==> config.mk <==
export PLATFORM = sky130hd
export DESIGN_NAME = cache_mem_responder
export DESIGN_NICKNAME = d
export VERILOG_FILES = /design/src/rtl/cpu_types_pkg.sv /design/src/rtl/mem_arb_starve_cnt.sv /design/src/rtl/cache_mem_responder.sv
export SDC_FILE = /design/constraint.sdc
export NUM_CORES = 1
export LEC_CHECK = 0
export CAP_MARGIN = 20
export CORE_AREA = 5 5 103 105
export DETAILED_ROUTE_END_ITERATION = 6
export DIE_AREA = 0 0 108 110
export GPL_TIMING_DRIVEN = 0
export PLACE_DENSITY = 0.68
export REMOVE_ABC_BUFFERS = 1
export SKIP_LAST_GASP = 1
export SLEW_MARGIN = 30
export SYNTH_ARGS = -nofsm -noshare
export SYNTH_HDL_FRONTEND = slang
export SYNTH_HIERARCHICAL = 1
export SYNTH_SLANG_ARGS = --single-unit
export TNS_END_PERCENT = 10
==> constraint.sdc <==
create_clock -name CLK -period 2.25 [get_ports CLK]
set_input_delay 0.225 -clock CLK [delete_from_list [all_inputs] [get_ports CLK]]
set_output_delay 0.225 -clock CLK [all_outputs]
set_load 0.03 [all_outputs]
==> src/rtl/cpu_types_pkg.sv <==
// Shared types for the cache/memory responder.
//   ramstate_t  : status reported by the RAM on each cycle.
//   word_t      : one data/address word.
//   arb_state_t : grant state of the responder FSM.
package cpu_types_pkg;

    localparam int WORD_W = 32;

    typedef logic [WORD_W-1:0] word_t;

    typedef enum logic [1:0] {
        FREE   = 2'd0,
        BUSY   = 2'd1,
        ACCESS = 2'd2,
        ERROR  = 2'd3
    } ramstate_t;

    typedef enum logic [1:0] {
        IDLE = 2'd0,
        IGNT = 2'd1,
        DGNT = 2'd2
    } arb_state_t;

endpackage

==> src/rtl/mem_arb_starve_cnt.sv <==
// Saturating starvation counter for the memory arbiter.
// Counts dcache completions that happened while an icache request was
// waiting. Clear has priority over increment.
//   clk, rst : clock and synchronous active-high reset
//   inc_i    : count one (ignored once saturated)
//   clr_i    : return to zero
//   cnt_o    : current count, 0..STARVE_MAX
//   sat_o    : count has reached STARVE_MAX
module mem_arb_starve_cnt #(
    parameter int STARVE_MAX = 4
) (
    input  logic                              clk,
    input  logic                              rst,
    input  logic                              inc_i,
    input  logic                              clr_i,
    output logic [$clog2(STARVE_MAX+1)-1:0]   cnt_o,
    output logic                              sat_o
);

    localparam int CNT_W = $clog2(STARVE_MAX + 1);

    logic [CNT_W-1:0] cnt_q;
    logic [CNT_W-1:0] cnt_d;

    always_comb begin
        cnt_d = cnt_q;
        if (clr_i) begin
            cnt_d = '0;
        end else if (inc_i && !sat_o) begin
            cnt_d = cnt_q + 1'b1;
        end
    end

    always_ff @(posedge clk) begin
        if (rst) begin
            cnt_q <= '0;
        end else begin
            cnt_q <= cnt_d;
        end
    end

    assign sat_o = (cnt_q == CNT_W'(STARVE_MAX));
    assign cnt_o = cnt_q;

endmodule

==> src/rtl/cache_mem_responder.sv <==
// Memory-side responder for the icache and dcache request interfaces.
// Arbitrates between the two caches onto one RAM port. dcache wins ties
// unless it has completed STARVE_MAX transactions in a row while the
// icache was waiting, in which case the icache is granted next.
//   CLK, RST                 : clock, synchronous active-high reset
//   iREN, iaddr              : icache read request and word address
//   iwait, iload             : icache wait (low on completion) and data
//   dREN, dWEN, daddr, dstore: dcache read/write request, address, data
//   dwait, dload             : dcache wait (low on completion) and data
//   ramREN, ramWEN, ramaddr, ramstore : RAM request port
//   ramload, ramstate        : RAM read data and status
//   state_o, starve_cnt_o    : FSM state and starvation count (observation)
//
// Handshake: a requester raises its enable and holds it, with stable
// address/data, until its wait signal is low for one cycle; the wait-low
// cycle is the completion and carries the load data. Dropping the enable
// before that aborts the transaction with no wait pulse. Between any two
// grants there is always one IDLE cycle.
module cache_mem_responder
    import cpu_types_pkg::*;
#(
    parameter int WORD_W     = 32,
    parameter int STARVE_MAX = 4
) (
    input  logic                              CLK,
    input  logic                              RST,
    input  logic                              iREN,
    input  logic [WORD_W-1:0]                 iaddr,
    output logic                              iwait,
    output logic [WORD_W-1:0]                 iload,
    input  logic                              dREN,
    input  logic                              dWEN,
    input  logic [WORD_W-1:0]                 daddr,
    input  logic [WORD_W-1:0]                 dstore,
    output logic                              dwait,
    output logic [WORD_W-1:0]                 dload,
    output logic                              ramREN,
    output logic                              ramWEN,
    output logic [WORD_W-1:0]                 ramaddr,
    output logic [WORD_W-1:0]                 ramstore,
    input  logic [WORD_W-1:0]                 ramload,
    input  ramstate_t                         ramstate,
    output arb_state_t                        state_o,
    output logic [$clog2(STARVE_MAX+1)-1:0]   starve_cnt_o
);

    arb_state_t state_q;
    arb_state_t state_d;

    logic cnt_inc;
    logic cnt_clr;
    logic cnt_sat;
    logic d_req;
    logic force_i;
    logic d_is_read;

    mem_arb_starve_cnt #(
        .STARVE_MAX (STARVE_MAX)
    ) u_starve_cnt (
        .clk   (CLK),
        .rst   (RST),
        .inc_i (cnt_inc),
        .clr_i (cnt_clr),
        .cnt_o (starve_cnt_o),
        .sat_o (cnt_sat)
    );

    assign d_req     = dREN | dWEN;
    // Read and write together is treated as a write.
    assign d_is_read = dREN & ~dWEN;
    assign force_i   = cnt_sat & iREN;

    always_ff @(posedge CLK) begin
        if (RST) begin
            state_q <= IDLE;
        end else begin
            state_q <= state_d;
        end
    end

    always_comb begin
        state_d  = state_q;
        iwait    = 1'b1;
        dwait    = 1'b1;
        iload    = '0;
        dload    = '0;
        ramREN   = 1'b0;
        ramWEN   = 1'b0;
        ramaddr  = '0;
        ramstore = '0;
        cnt_inc  = 1'b0;
        cnt_clr  = 1'b0;

        case (state_q)
            IDLE: begin
                if (d_req && !force_i) begin
                    state_d = DGNT;
                end else if (iREN) begin
                    state_d = IGNT;
                end
            end

            IGNT: begin
                if (!iREN) begin
                    // Abort: enables stay low, no wait pulse.
                    state_d = IDLE;
                end else begin
                    ramaddr = iaddr;
                    // ERROR: drop the enable for one cycle and retry.
                    ramREN  = (ramstate != ERROR);
                    if (ramstate == ACCESS) begin
                        iwait   = 1'b0;
                        iload   = ramload;
                        state_d = IDLE;
                        cnt_clr = 1'b1;
                    end
                end
            end

            DGNT: begin
                if (!d_req) begin
                    state_d = IDLE;
                end else begin
                    ramaddr  = daddr;
                    ramstore = dstore;
                    if (ramstate != ERROR) begin
                        ramREN = d_is_read;
                        ramWEN = dWEN;
                    end
                    if (ramstate == ACCESS) begin
                        dwait   = 1'b0;
                        dload   = d_is_read ? ramload : '0;
                        state_d = IDLE;
                        // Only completions that made the icache wait count.
                        cnt_inc = iREN;
                        cnt_clr = ~iREN;
                    end
                end
            end

            default: begin
                state_d = IDLE;
            end
        endcase
    end

    assign state_o = state_q;

endmodule

==> reports/results.txt <==
Switching Share = 0.4034
insertion delay of the later-clocked pin in the worst-skew pair = 0.23 ns
depth of the CTS H-tree = 1
average detailed-routed wire length per instance = 18.92 um
antenna violations before repair = 0
most common library cells after synthesis = and2_1, and3_1, a22oi_1, nor2b_1, nand2_1
part of the total power dissipated in combinational logic = 0.744
overflow left after global routing = 0
failing checks = setup timing
total global-route track usage = 0.1806
total of max-cap violations = 0
RD Place Congestion = 0.7561
Post-Syn Area per Cell = 6.775 um^2
hold-fix buffers at CTS = 0
vertical die dimension = 110 um
cell internal power dissipation = 0.6362 mW
Layout area overhead = 181.5%
Routed Wire Length = 12.09 mm
ratio of routed vias to standard cells = 4.416
global-route wire length before repair = 16.78 mm
number of fillers in the final layout = 973
die area = 11,880 um^2
synthesized flop and latch total = 5
final core occ = 0.4813
required time worst endpoint = 2.03 ns
count of cell types in the netlist = 31
clock transition at the registers of the reported paths = 0.04 ns
transition time at the pin with the least slew margin = 0.6053 ns
fraction of power consumed by sequential logic = 0.093
critical path startpoint = ramstate[1]
portion of the post-synthesis area used by sequential elements = 0.06130
Port-buffer cells = 271
Syn Inst Count = 241
final critical-path share of the clock period = 1.096
LEAKAGE = 2.077 nW
HPWL after detailed placement = 8.616 mm
top_reg_cell synth = dfxtp_1
iteration count of the initial detailed-routing pass = 4
Final setup viols = 96
switching power summed over all nets = 0.4301 mW
top cell type's share of synthesized area = 0.2452
min setup slack post-route = -0.2156 ns
Fmax = 405.6 MHz
total number of clock tree sinks = 5
endpoint of the most critical setup path = iload[16]
Synth async-reset ratio = 0
type of the worst setup path = input port to output pin
CTS tree = built
row cnt = 36
vias in the first global route = 2,878
reg2reg end = u_starve_cnt/cnt_o[1]$_SDFFE_PP0P_
power share of the clock group = 0.163
Setup TNS = -12.27 ns
number of nets still failing antenna checks after routing = 0
Peak supply drop = 0.2804 mV
pre-CTS setup slack = -0.6143 ns
Startpoint Class = input port
top fanout value on the critical path = 18
total power per unit cell area = 232.0 nW/um^2
num ports = 272
number of diodes = 0
effective utilization at floorplan = 0.1710
Worst Reg2Reg Path Length in Cells = 7
maximum number of pins on one net before global-route repair = 37
clock skew after layout = 0.0007527 ns
fraction of final layout cells with drive strength greater than 1 = 0.07312
xor and xnor fraction of the mapped netlist area = 0
post-route DRC violation count = 0
largest family of logic cells by synthesized area = simple AND/OR/NAND/NOR gates
run status = complete, but fails checks
count of flip-flops with a built-in enable after synthesis = 0
critical path arrival = 2.24 ns
setup repair after global routing missed its margin = yes
Final Max Tran Viols = 0
number of cells traversed by the worst hold path = 2
clock buffers created by TritonCTS = 3
cell area after technology mapping = 1633 um^2
area of the core = 9549 um^2
synthesized-area fraction occupied by ao, oa, aoi and oai cells = 0.1954
routed vias = 2,822
number of endpoints with negative hold slack in the final report = 0
most common cell in the synthesized netlist = and2_1
Bufs on Longest Clock Path = 2
clock period minus final worst setup slack = 2.466 ns
Reg2Reg Launch Point = state_o[1]$_SDFFE_PP0P_
worst hold path class = flop to flop
horizontal extent of the die = 108 um
largest area contributor in the synthesized netlist = and2_1
post-synthesis simple-gate area fraction = 0.5985
Worst slew margin = 0.5965
critical path capture point type = output pin
layout net count = 648
initial drt markers = 114
cell types with the largest area share after synthesis = and2_1, a22oi_1, and3_1
mux contribution to synthesized area = 0.01379
worst setup slack for register-to-register paths = 0.04 ns
Clock Root Buffer = clkbuf_8
synthesis warning total = 6
share of synthesized cell area in full adder, half adder and majority cells = 0.04598
cells by family (layout without fill, tap and decap cells):
group                      count (synthesis)  count (layout)
muxes                                      2               2
DFF                                        5               5
and+or+nand+nor                          158             163
adders and majority gates                  6               6
AOI/OAI and AO/OA                         42              44
buffers and inverters                     28             286
layout by cell type (no fill, tap or decap), types with 2 or more instances in the layout:
master	count
a21oi_1	3
clkbuf_8	3
nand3b_1	2
clkdlybuf4s15_2	12
ha_1	3
nand2_1	9
nor3b_1	3
nor2_1	4
a22oi_1	32
ha_4	2
o2111ai_1	2
dlymetal6s2s_1	8
mux2_1	2
buf_4	4
nor2_4	2
and3_1	33
and2_1	64
nand2b_1	3
dfxtp_1	5
nor2b_1	32
clkdlybuf4s50_1	206
dlygate4sd2_1	45
o21a_4	3
inv_1	5
and2_4	4
metrics by stage:
| stage | instance area, um^2 | total power [mW] | hold WS (ns) | std cells |
|---|---|---|---|---|
| after floorplan | 1513 | 0.4148 | 0.2944 | 218 |
| after global placement | 4392 | 0.8446 | 0.5595 | 622 |
| after detailed placement | 4400 | 0.8539 | 0.5843 | 622 |
| after CTS | 4556 | 1.064 | 0.5904 | 637 |
| after global routing | 4596 | 1.129 | 0.6096 | 639 |
| final | 4596 | 1.066 | 0.5984 | 639 |
registers in the layout, summed over array words and instances (netlist names):
name,count
u_starve_cnt/cnt_o,3
state_o,2
per-layer routing:
metal / track usage / up-vias / part of all wire
met2: 0.3313 / 98 / 0.54
met4: 0.03607 / 0 / 0.0084
li1: - / 1370 / -
met3: 0.03145 / 8 / 0.052
met1: 0.2218 / 1346 / 0.40
met5: 0 / - / 0
final cells by class:
type | count | area, um^2 | share of cell area
timing repair buffer | 277 | 2753 | 0.5990
multi-input combinational | 215 | 1513 | 0.3292
tap | 133 | 166.4 | 0.03621
sequential | 5 | 100.1 | 0.02178
clock buffer | 4 | 45.04 | 0.009801
inverter | 5 | 18.77 | 0.004084
power by group through the flow:
stage          Combinational (mW)  Sequential [mW]  Clock (mW)
2_1_floorplan               0.310            0.105           0
3_3_place_gp                0.745           0.0993           0
3_5_place_dp                0.754           0.0994           0
4_1_cts                     0.786           0.0991       0.179
5_1_grt                     0.845            0.100       0.184
6_report                    0.794           0.0993       0.173
how the worst min path moves through the flow:
stage                                    endpoint                               start
3_3_place_gp              state_o[0]$_SDFFE_PP0P_             state_o[0]$_SDFFE_PP0P_
5_1_grt        u_starve_cnt/cnt_o[2]$_SDFFE_PP0P_  u_starve_cnt/cnt_o[2]$_SDFFE_PP0P_
6_report       u_starve_cnt/cnt_o[2]$_SDFFE_PP0P_  u_starve_cnt/cnt_o[2]$_SDFFE_PP0P_
3_5_place_dp   u_starve_cnt/cnt_o[2]$_SDFFE_PP0P_  u_starve_cnt/cnt_o[2]$_SDFFE_PP0P_
2_1_floorplan             state_o[0]$_SDFFE_PP0P_                                 RST
4_1_cts        u_starve_cnt/cnt_o[2]$_SDFFE_PP0P_  u_starve_cnt/cnt_o[2]$_SDFFE_PP0P_
timing repair:
action                     in CTS  in global routing
gates resized for setup        94                  9
setup endpoints to repair     133                133
pin swaps                       2                  1
buffers inserted                5                  1
cloned                          6                  1
critical path: stages:
cell             delay, ns
clkdlybuf4s50_1       0.55
and2b_1               0.54
and3_1                0.24
clkdlybuf4s50_1       0.68
Power figures use the tool's default switching activity.
